==> src/rtl/spi_wb_xfer_ctrl.sv <==
// Wishbone master sequencer for one SPI byte transfer: optional DIV/CTRL setup,
// TXD write, STAT polling until done, then RXD read.
module spi_wb_xfer_ctrl #(
  parameter int DATA_WIDTH  = 8,
  parameter int ADR_WIDTH   = 32,
  parameter int CTRL_ADR    = 0,
  parameter int DIV_ADR     = 1,
  parameter int TXD_ADR     = 2,
  parameter int RXD_ADR     = 3,
  parameter int STAT_ADR    = 4,
  parameter int DONE_BIT    = 0,
  parameter int ACK_TIMEOUT = 16,
  parameter int POLL_MAX    = 255
) (
  input  logic                  clk,
  input  logic                  rst,
  input  logic                  req,
  input  logic                  req_cfg,
  input  logic [DATA_WIDTH-1:0] req_data,
  input  logic [DATA_WIDTH-1:0] cfg_div,
  input  logic [DATA_WIDTH-1:0] cfg_ctrl,
  output logic                  busy,
  output logic                  done,
  output logic                  err,
  output logic [DATA_WIDTH-1:0] rsp_data,
  output logic                  stb,
  output logic                  we,
  output logic [ADR_WIDTH-1:0]  adr,
  output logic [DATA_WIDTH-1:0] dout,
  input  logic [DATA_WIDTH-1:0] din,
  input  logic                  ack
);

  localparam int TW = $clog2(ACK_TIMEOUT + 1);
  localparam int PW = $clog2(POLL_MAX + 1);
  localparam logic [TW-1:0] TMO_LAST  = TW'(ACK_TIMEOUT - 1);
  localparam logic [PW-1:0] POLL_LAST = PW'(POLL_MAX - 1);

  typedef enum logic [2:0] {IDLE, W_DIV, W_CTRL, W_TXD, R_STAT, R_RXD, GAP} state_t;

  state_t                state, state_n, pend, pend_n;
  logic [DATA_WIDTH-1:0] div_q, ctrl_q, txd_q;
  logic                  stb_n, we_n, busy_n, done_n, err_n;
  logic [ADR_WIDTH-1:0]  adr_n;
  logic [DATA_WIDTH-1:0] dout_n, rsp_n;
  logic [TW-1:0]         tmo, tmo_n;
  logic [PW-1:0]         poll, poll_n;

  // Launch target: in IDLE the request inputs are used directly since the
  // latched copies only become valid at the same edge.
  state_t                l_state;
  logic                  l_we;
  logic [ADR_WIDTH-1:0]  l_adr;
  logic [DATA_WIDTH-1:0] l_dout;
  logic [DATA_WIDTH-1:0] s_div, s_ctrl, s_txd;

  always_comb begin
    l_state = (state == IDLE) ? (req_cfg ? W_DIV : W_TXD) : pend;
    s_div   = (state == IDLE) ? cfg_div  : div_q;
    s_ctrl  = (state == IDLE) ? cfg_ctrl : ctrl_q;
    s_txd   = (state == IDLE) ? req_data : txd_q;
    l_we    = 1'b0;
    l_adr   = '0;
    l_dout  = '0;
    case (l_state)
      W_DIV:  begin l_we = 1'b1; l_adr = ADR_WIDTH'(DIV_ADR);  l_dout = s_div;  end
      W_CTRL: begin l_we = 1'b1; l_adr = ADR_WIDTH'(CTRL_ADR); l_dout = s_ctrl; end
      W_TXD:  begin l_we = 1'b1; l_adr = ADR_WIDTH'(TXD_ADR);  l_dout = s_txd;  end
      R_STAT: l_adr = ADR_WIDTH'(STAT_ADR);
      R_RXD:  l_adr = ADR_WIDTH'(RXD_ADR);
      default: ;
    endcase
  end

  always_comb begin
    state_n = state;
    pend_n  = pend;
    stb_n   = stb;
    we_n    = we;
    adr_n   = adr;
    dout_n  = dout;
    busy_n  = busy;
    done_n  = 1'b0;
    err_n   = 1'b0;
    rsp_n   = rsp_data;
    tmo_n   = tmo;
    poll_n  = poll;
    unique case (state)
      IDLE, GAP: begin
        if (state == GAP || req) begin
          state_n = l_state;
          stb_n   = 1'b1;
          we_n    = l_we;
          adr_n   = l_adr;
          dout_n  = l_dout;
          busy_n  = 1'b1;
          tmo_n   = '0;
          if (state == IDLE) poll_n = '0;
        end
      end
      default: begin
        if (ack) begin
          stb_n   = 1'b0;
          we_n    = 1'b0;
          adr_n   = '0;
          dout_n  = '0;
          state_n = GAP;
          case (state)
            W_DIV:  pend_n = W_CTRL;
            W_CTRL: pend_n = W_TXD;
            W_TXD:  pend_n = R_STAT;
            R_STAT: begin
              if (din[DONE_BIT]) begin
                pend_n = R_RXD;
              end else if (poll == POLL_LAST) begin
                state_n = IDLE;
                busy_n  = 1'b0;
                err_n   = 1'b1;
              end else begin
                poll_n = poll + 1'b1;
                pend_n = R_STAT;
              end
            end
            R_RXD: begin
              rsp_n   = din;
              done_n  = 1'b1;
              busy_n  = 1'b0;
              state_n = IDLE;
            end
            default: ;
          endcase
        end else if (tmo == TMO_LAST) begin
          // Slave stalled too long: abandon the transfer, keep last rsp_data.
          stb_n   = 1'b0;
          we_n    = 1'b0;
          adr_n   = '0;
          dout_n  = '0;
          busy_n  = 1'b0;
          err_n   = 1'b1;
          state_n = IDLE;
        end else begin
          tmo_n = tmo + 1'b1;
        end
      end
    endcase
  end

  always_ff @(posedge clk) begin
    if (rst) begin
      state    <= IDLE;
      pend     <= IDLE;
      stb      <= 1'b0;
      we       <= 1'b0;
      adr      <= '0;
      dout     <= '0;
      busy     <= 1'b0;
      done     <= 1'b0;
      err      <= 1'b0;
      rsp_data <= '0;
      tmo      <= '0;
      poll     <= '0;
      div_q    <= '0;
      ctrl_q   <= '0;
      txd_q    <= '0;
    end else begin
      state    <= state_n;
      pend     <= pend_n;
      stb      <= stb_n;
      we       <= we_n;
      adr      <= adr_n;
      dout     <= dout_n;
      busy     <= busy_n;
      done     <= done_n;
      err      <= err_n;
      rsp_data <= rsp_n;
      tmo      <= tmo_n;
      poll     <= poll_n;
      if (state == IDLE && req) begin
        div_q  <= cfg_div;
        ctrl_q <= cfg_ctrl;
        txd_q  <= req_data;
      end
    end
  end

endmodule

==> config.mk <==
export PLATFORM = sky130hd
export DESIGN_NAME = spi_wb_xfer_ctrl
export DESIGN_NICKNAME = d
export VERILOG_FILES = /design/src/rtl/spi_wb_xfer_ctrl.sv
export SDC_FILE = /design/constraint.sdc
export NUM_CORES = 1
export LEC_CHECK = 0
export ABC_AREA = 0
export CAP_MARGIN = 20
export CORE_UTILIZATION = 25
export CTS_CLUSTER_DIAMETER = 200
export DETAILED_ROUTE_END_ITERATION = 7
export GPL_TIMING_DRIVEN = 0
export PLACE_DENSITY = 0.47
export SETUP_SLACK_MARGIN = 0.02
export SYNTH_ARGS = -nofsm -noshare
export SYNTH_HDL_FRONTEND = slang
export SYNTH_SLANG_ARGS = --single-unit
==> constraint.sdc <==
create_clock -name clk -period 4.85 [get_ports clk]
set_input_delay 0.485 -clock clk [delete_from_list [all_inputs] [get_ports clk]]
set_output_delay 0.485 -clock clk [all_outputs]
set_load 0.02 [all_outputs]
# --- Yosys cells after proc, flatten, opt, wreduce, memory -nomap -nowiden ---
# Index checks and enable logic that the tools add are counted.
word_totals:
  word_cells: 113
  input_bits: 37
  regBits: 96
op_classes:
  reduce_logical: 17
  eq_ne: 23
  muxes: 54
  addsub: 2
  bitwise: 2
ops:
  columns: ["operator", "count"]
  rows:
  - ["$mux W32", 4]
  - ["$mux W8", 14]
  - ["$mux W3", 9]
  - ["$pmux W3 S4", 2]
  - ["$pmux W8 S3", 1]
  - ["$mux W5", 4]
  - ["$mux W1", 17]
  - ["$eq A3 B3 Y1 const B", 5]
  - ["$eq A3 B2 Y1 const B", 4]
  - ["$add A8 B1 Y8 const B", 1]
  - ["$eq A8 B8 Y1 const B", 1]
  - ["$ne A2 B1 Y1 const B", 4]
  - ["$ne A4 B4 Y1 const B", 2]
  - ["$eq A3 B1 Y1 const B", 2]
  - ["$pmux W3 S2", 1]
  - ["$reduce_and A3 Y1", 2]
  - ["$reduce_and A6 Y1", 1]
  - ["$reduce_or A3 Y1", 2]
  - ["$add A5 B1 Y5 const B", 1]
  - ["$eq A5 B4 Y1 const B", 1]
  - ["$reduce_and A5 Y1", 1]
  - ["$ne A2 B2 Y1 const B", 2]
  - ["$ne A4 B1 Y1 const B", 1]
  - ["$reduce_and A4 Y1", 1]
  - ["other kinds (13)", 15]

# --- Longest topological paths before layout ---
# Gate-level depths: netlist of the first run.
depth:
  word_depth: 7
  mapped_depth: 8
  mapped_depth_nobuf: 7

# --- Worst setup path after synthesis of the first run ---
# Ideal clock, no wire load.
synth_timing:
  kind: "reg-to-reg"
  from: "register tmo[0]"
  to: "register tmo[3]"
  path_slack_ns: 2.927
  arrival_ns: 1.838
  path_stages_with_launch: 8
  period_less_slack_ns: 1.923
  setup_ns: 0.086
  path_cell_list: "dfxtp_1 ha_1 and3_1 ha_1 o21ai_1 a21oi_1 or4_1 a211oi_1"
synth_via:
  elab_chain_len: 4
synth_lines:
  columns: ["item", "line", "source"]
  rows:
  - ["from (decl)", "46", "logic [TW-1:0] tmo, tmo_n;"]
  - ["from (signal assigned)", "176", "tmo <= tmo_n;"]
  - ["$add A5 B1 Y5", "142", "tmo_n = tmo + 1'b1;"]
  - ["$mux W5", "132", "end else if (tmo == TMO_LAST) begin"]
  - ["$mux W5", "102", "if (ack) begin"]
  - ["$mux W5", "88", "unique case (state)"]
# Several ways; a longest one is shown, not always the timed one. The select of a mux whose other input is x is not followed.
# A chain may end at the register's enable or synchronous reset.

# --- Final worst setup path of the first run ---
layout_timing:
  from: "register tmo[0]"
  to: "register dout[7]"
layout_via:
  elab_chain_len: 3
layout_lines:
  columns: ["item", "line", "source"]
  rows:
  - ["$eq A5 B4 Y1", "132", null]
  - ["$reduce_bool A3 Y1 (no line)", null, null]
  - ["$reduce_and A2 Y1 (no line)", null, null]
  - ["to (signal assigned)", "171", "dout <= dout_n;"]
  - ["to (decl)", "29", "output logic [DATA_WIDTH-1:0] dout,"]
# Every way passes these cells.

==> results.tsv, run 1 <==
stage	metric	value	unit
outcome	run_status	finished, final reports clean	
drt	drc	0	
power	p_sw	0.853	mW
place	dp.cells	725	
clocking	cts-root-buf	clkbuf_16	
global_route	grt_first_pass_wirelength	17500	um
setup_path	reg2reg_slack	2.46	ns
logic_synthesis	synth_top_cell_area_share	37.0	%
setup_path	r2r_cells	8	
power	p_int	1.37	mW
global_route	grt_antenna_before_repair	0	
drt	num_vias	3507	
layout	mostFrequentLayoutCells	nand2_1, dfxtp_1, clkdlybuf4s50_1	
logic_synthesis	ys_top_cells_by_area	dfxtp_1, nand2_1, a21oi_1	
worst_hold_path	hp-start	rsp_data[5]	
die	fp.dieH	122	um
logic_synthesis	ys.warnings.count	0	
logic_synthesis	synth_cell_types	60	
setup_path	crit_path_max_fanout	10	
drt	viasPerCell	4.73	
place	hpwlAfterDp	7840	um
logic_synthesis	ys_ff_latch	67	
place	gp_congestion	0.814	
die	die_w	122	um
timing	fmax	418	MHz
worst_hold_path	hold_end	rsp_data[5]	
power	p_per_area	458	nW/um^2
clocking	hold_buffers	0	
timing	fin_crit	2.39	ns
timing	relSlewSlack	33.6	%
layout	drive_gt1_share	12.1	%
timing	finalHoldViolCount	0	
clocking	cts_buffer_depth	2	
drt	ant_nets	0	
global_route	track_usage	15.5	%
global_route	gr-total-overflow	0	
timing	fin_tns_setup	0	ns
logic_synthesis	synth_edf_count	0	
layout	layout.cells.non_filler	741	
drt	firstDrtPassIters	4	
setup_path	worstSetupPathType	flip-flop to flip-flop	
layout	final_common_cell	nand2_1	
timing	fin_worst_skew	0.00728	ns
drt	drt_wl_total	11000	um
power	seq_power_share	30.8	%
timing	finalCritPeriodShare	49.4	%
timing	setup_viol	0	
setup_path	end_kind	flip-flop	
clocking	cts_tree	built	
drt	first_iter_violations	168	
logic_synthesis	ys.flop_type	dfxtp_1	
die	num_rows	43	
clocking	path_clk_slew	0.06	ns
clocking	cts.sinks	67	
logic_synthesis	syn_inst	458	
power	combPwrFrac	39.5	%
layout	layout-area-overhead-vs-synth	33.5	%
layout	final_nets	597	
die	start_util	25.8	%
place	port_buffers	59	
global_route	grt_max_degree	12	
die	ios	90	
clocking	insertion_delay	0.34	ns
power	switching_share	38.5	%
worst_hold_path	hold_path_class	flip-flop to flip-flop	
layout	antenna-diode-count	0	
clocking	cts_buffers	9	
die	core_area	14000	um^2
die	die-area	15000	um^2
setup_path	regToRegStartpoint	tmo[0]	
clocking	cts_resized	0	
power	p_clk_share	29.7	%
drt	wire_per_inst	14.8	um
logic_synthesis	yosys.area.top_type	dfxtp_1	
power	ir_drop	0.243	mV
setup_path	crit_arrival	2.65	ns
timing	slew_viol_final	0	
setup_path	cp_data_required_time	5.11	ns
setup_path	cp-start-kind	flip-flop	
flow_run	drv_cap	0	
logic_synthesis	synth_area_per_cell	7.92	um^2
clocking	htreeDepth	3	
clocking	cts_setup_buffers	0	
worst_hold_path	hold_depth	2	
logic_synthesis	syn-cell-area	3630	um^2
timing	rsz0062_at_grt	false	
global_route	grt_pass1_vias	3373	
setup_path	rr_endpoint	dout[7]	
logic_synthesis	synth-async-reset-ratio	0	%
timing	tightest_slew	0.989	ns
power	cellLeakagePower	1.79	nW
logic_synthesis	synth.yosys.seq_area_share	37.0	%
layer usage:
layer  part of all wire (%)  global-route usage (%)  up-vias  routed length, um
li1                       -                       -     1755                  -
met1                     45                    19.5     1631               5000
met2                     47                    25.7      112               5160
met3                    6.3                    4.18        9                695
met4                    1.3                    4.42        0                143
met5                      0                       0        -                  0
power groups by stage:
| stage | Clock [mW] | Sequential (mW) | Combinational [mW] |
|---|---|---|---|
| final | 0.659 | 0.683 | 0.876 |
| after global routing | 0.701 | 0.693 | 0.975 |
| after CTS | 0.679 | 0.683 | 0.882 |
| after detailed placement | 0 | 0.693 | 0.878 |
| after global placement | 0 | 0.692 | 0.874 |
| after floorplan | 0 | 0.714 | 0.568 |
metrics by stage:
| step | cell area (um^2) | power [mW] | worst slack [ns] | hold slack [ns] | utilization (%) |
|---|---|---|---|---|---|
| floorplan | 3730 | 1.28 | 2.93 | 0.436 | - |
| global placement | 4550 | 1.57 | 2.06 | 0.443 | 32.4 |
| detailed placement | 4550 | 1.57 | 2.07 | 0.446 | 32.4 |
| CTS | 4840 | 2.24 | 2.43 | 0.454 | 34.5 |
| global route | 4840 | 2.37 | 2.25 | 0.472 | 34.5 |
| finish | 4840 | 2.22 | 2.46 | 0.453 | 34.5 |
cell type report:
class                      instances  area (um^2)
multi-input combinational        352         2010
sequential                        67         1340
timing repair buffer              59          591
clock inverter                     5         52.6
clock buffer                      11          243
tap                              180          225
inverter                           6         22.5
buffer                            61          358
fill                            1494         9200
flip-flops by register name, indices dropped and copies added (netlist names):
| register | count |
|---|---|
| tmo | 5 |
| we | 1 |
| pend | 3 |
| state | 3 |
| busy | 1 |
| done | 1 |
| ctrl_q | 8 |
| err | 1 |
| adr | 3 |
| rsp_data | 8 |
| txd_q | 8 |
| stb | 1 |
| dout | 8 |
| poll | 8 |
| div_q | 8 |
critical path, stage by stage, from the launching register on:
cell and delay, ns:
dfxtp_1 0.33, ha_1 0.20, and3_1 0.18, ha_1 0.22
nor2_2 0.23, a21boi_1 0.43, clkbuf_1 0.40, o21ai_0 0.16
a31oi_1 0.15
cells by family (layout without fill, tap and decap cells):
family,after synthesis,after routing,synth area share [%]
xor+xnor,3,3,0.725
simple gates,174,174,24.1
fa+ha+maj,4,4,1.38
mux,19,19,5.66
compound gates,123,123,20.6
buf+inv,67,142,10.5
other cells,1,29,0.103
flops,67,67,37.0
cell usage after synthesis (all sizes together) (2+ instances only):
library cell / number
a31oi: 7
and2: 7
nor2b: 3
or4: 5
nor4b: 2
nand3: 26
a21oi: 52
ha: 4
nor2: 13
nand2: 81
xor2: 2
o211ai: 9
mux2: 2
or3: 8
or3b: 2
o32ai: 2
nand4: 2
buf: 40
nor3: 13
o21ai: 26
a211oi: 2
nor3b: 3
dfxtp: 67
inv: 5
a21o: 9
mux2i: 17
clkbuf: 21
and3: 3
o31ai: 2
nand2b: 3
worst max path at each step:
stage          depth (start not counted)  slack, ns    from  endpoint
3_5_place_dp                           6       2.07     req   dout[2]
6_report                               8       2.46  tmo[0]   dout[7]
3_3_place_gp                           6       2.06     req   dout[2]
5_1_grt                                8       2.25  tmo[0]   dout[7]
2_1_floorplan                          7       2.93  tmo[0]    tmo[3]
4_1_cts                                6       2.43     req   dout[2]
No activity file was read; power rests on OpenSTA's default activity.
==> run 2, diff against run 1 <==
--- a/config.mk
+++ b/config.mk
@@ -11,7 +11,7 @@
 export CTS_CLUSTER_DIAMETER = 200
 export DETAILED_ROUTE_END_ITERATION = 7
 export GPL_TIMING_DRIVEN = 0
-export PLACE_DENSITY = 0.47
+export PLACE_DENSITY = 0.49
 export SETUP_SLACK_MARGIN = 0.02
 export SYNTH_ARGS = -nofsm -noshare
 export SYNTH_HDL_FRONTEND = slang
==> constraint.sdc (replaced) <==
create_clock -name clk -period 2.1 [get_ports clk]
set_input_delay 0.21 -clock clk [delete_from_list [all_inputs] [get_ports clk]]
set_output_delay 0.21 -clock clk [all_outputs]
set_load 0.02 [all_outputs]
==> run 2 against run 1 <==
- largest power group unchanged
- maximum frequency rose by 20%
- largest cell class unchanged
- clock skew fell by 0.0027 ns
- utilization rose by 0.48 points
==> results.tsv, run 2 (synthesized netlist as in run 1, its figures left out) <==
stage	metric	value	unit	change
setup_path	cp-start-kind	flip-flop		
drt	dr_wl_met2	5110	um	-0.91%
drt	firstDrtPassIters	4		unchanged
worst_hold_path	hp-start	ack		
worst_hold_path	hold_end	state[2]		
global_route	grt_first_pass_wirelength	17200	um	-2.0%
layout	stdcell_area	4910	um^2	+1.4%
clocking	cts_buffers	9		unchanged
place	dp.cells	725		unchanged
setup_path	regToRegStartpoint	tmo[0]		
setup_path	cp_data_required_time	2.36	ns	-2.75 ns
power	ir_drop	0.488	mV	+100%
drt	drt_wl_total	11000	um	-0.35%
drt	drt-met1-wl	5050	um	+0.98%
die	die_w	122	um	unchanged
layout	final_common_cell	nand2_1		
die	start_util	25.8	%	unchanged
setup_path	r2r_cells	7		-1
timing	rsz0062_at_grt	true		
drt	top_layer	met4		
layout	mostFrequentLayoutCells	nand2_1, dfxtp_1, clkdlybuf4s50_1		
power	power	5.17	mW	+130%
die	die-area	15000	um^2	unchanged
timing	fin_crit	2.00	ns	-0.391 ns
global_route	gr-total-overflow	0		unchanged
clocking	insertion_delay	0.34	ns	about the same
timing	finalCritPeriodShare	95.4	%	+46 points
place	hpwlAfterDp	7930	um	+1.1%
drt	wire_per_inst	14.8	um	-0.61%
drt	wl_met3	605	um	-13%
drt	viasPerCell	4.80		+1.5%
place	placed_area	4550	um^2	unchanged
flow_run	drv_cap	0		unchanged
timing	fin_worst_skew	0.00459	ns	-0.00269 ns
die	ios	90		unchanged
die	fp.dieH	122	um	unchanged
drt	num_vias	3570		+1.8%
timing	slew_viol_final	0		unchanged
clocking	htreeDepth	3		unchanged
timing	tightest_slew	0.690	ns	-0.299 ns
die	num_rows	43		unchanged
power	p_per_area	1050	nW/um^2	+130%
power	combPwrFrac	40.9	%	+1.4 points
timing	finalHoldViolCount	0		unchanged
power	p_clk_share	28.6	%	-1.1 points
setup_path	worstSetupPathType	flip-flop to flip-flop		
layout	final_nets	599		+0.34%
clocking	cts_tree	built		
outcome	run_status	finished, final reports clean		
global_route	track_usage	15.1	%	-0.37 points
timing	relSlewSlack	54.0	%	+20 points
power	cellLeakagePower	1.82	nW	+1.8%
layout	antenna-diode-count	0		unchanged
timing	fmax	499	MHz	+20%
drt	ant_nets	0		unchanged
timing	whs	0.294	ns	-0.159 ns
worst_hold_path	hold_path_class	primary input to flip-flop		
global_route	grt_antenna_before_repair	0		unchanged
place	port_buffers	59		unchanged
die	core_area	14000	um^2	unchanged
power	switching_share	38.6	%	+0.14 points
clocking	path_clk_slew	0.05	ns	about the same
clocking	hold_buffers	0		unchanged
power	p_sw	2.00	mW	+130%
drt	drc	0		unchanged
setup_path	rr_endpoint	tmo[3]		
layout	layout.cells.non_filler	743		+0.27%
setup_path	crit_arrival	2.26	ns	-0.39 ns
layout	drive_gt1_share	14.4	%	+2.3 points
worst_hold_path	hold_depth	3		+1
place	gp_congestion	0.804		-1.3%
setup_path	crit_path_max_fanout	7		-3
timing	setup_viol	0		unchanged
power	seq_power_share	30.6	%	-0.2 points
global_route	grt_pass1_vias	3375		+0.059%
layout	layout-area-overhead-vs-synth	35.4	%	
setup_path	reg2reg_slack	0.1	ns	-2.36 ns
clocking	cts.sinks	67		unchanged
drt	first_iter_violations	150		-11%
setup_path	end_kind	flip-flop		
global_route	grt_max_degree	12		unchanged
clocking	cts-root-buf	clkbuf_16		
power	p_int	3.18	mW	+130%
clocking	cts_buffer_depth	2		unchanged
==> run 2: cell count changes in the layout (fill, tap and decap cells not counted), sizes merged <==
| cell | previous run | this run |
|---|---|---|
| clkbuf | 32 | 30 |
| buf | 40 | 44 |
| clkinvlp | 1 | 0 |
| clkinv | 4 | 5 |
==> run 2: layout make-up <==
| type | count | area [um^2] |
|---|---|---|
| timing repair buffer | 61 | 606 |
| clock buffer | 11 | 233 |
| inverter | 6 | 22.5 |
| fill | 1487 | 9130 |
| clock inverter | 5 | 53.8 |
| sequential | 67 | 1340 |
| buffer | 61 | 364 |
| multi-input combinational | 352 | 2070 |
| tap | 180 | 225 |
==> run 2: worst max-delay path by stage <==
stage | end | depth (start not counted) | slack, ns | startpoint
2_1_floorplan | tmo[3] | 7 | 0.18 | tmo[0]
3_3_place_gp | dout[4] | 6 | -0.36 | req
3_5_place_dp | dout[4] | 6 | -0.39 | req
4_1_cts | tmo[3] | 7 | 0.06 | tmo[0]
5_1_grt | tmo[3] | 7 | 0.005 | tmo[0]
6_report | tmo[3] | 7 | 0.1 | tmo[0]
==> run 2: layer usage <==
layer | track usage, % | vias up
met4 | 4.88 | 0
met2 | 24.5 | 110
met1 | 19.4 | 1686
met3 | 4.00 | 17
met5 | 0 | -
li1 | - | 1757
==> run 2: power groups by stage <==
| stage | clock network [mW] | logic, mW | registers, mW |
|---|---|---|---|
| after floorplan | 0 | 1.31 | 1.65 |
| final | 1.48 | 2.11 | 1.58 |
| after global placement | 0 | 2.00 | 1.60 |
| after global routing | 1.58 | 2.29 | 1.60 |
| after detailed placement | 0 | 2.02 | 1.61 |
| after CTS | 1.52 | 2.08 | 1.58 |
==> run 2: timing repair <==
item / 4_1_cts / 5_1_grt
hold endpoints to repair: 0 / 0
pin swaps: 2 / 0
buffers inserted: 2 / 0
setup endpoints to repair: 13 / 16
gates resized for setup: 10 / 10
==> run 2: stage by stage <==
stage / utilization [%] / setup TNS (ns) / setup slack [ns]
floorplan: - / 0 / 0.177
global placement: 32.4 / -5.60 / -0.362
detailed placement: 32.4 / -5.41 / -0.387
CTS: 34.8 / 0 / 0.0612
global route: 35.0 / 0 / 0.00533
finish: 35.0 / 0 / 0.0973
==> run 2: critical path, stage by stage, from the launching register on <==
cell and delay [ns]:
dfxtp_1 0.33, ha_1 0.21, and3_1 0.18, ha_2 0.20, o21ai_2 0.15, a21oi_2 0.11
or4_1 0.53, a211oi_2 0.21
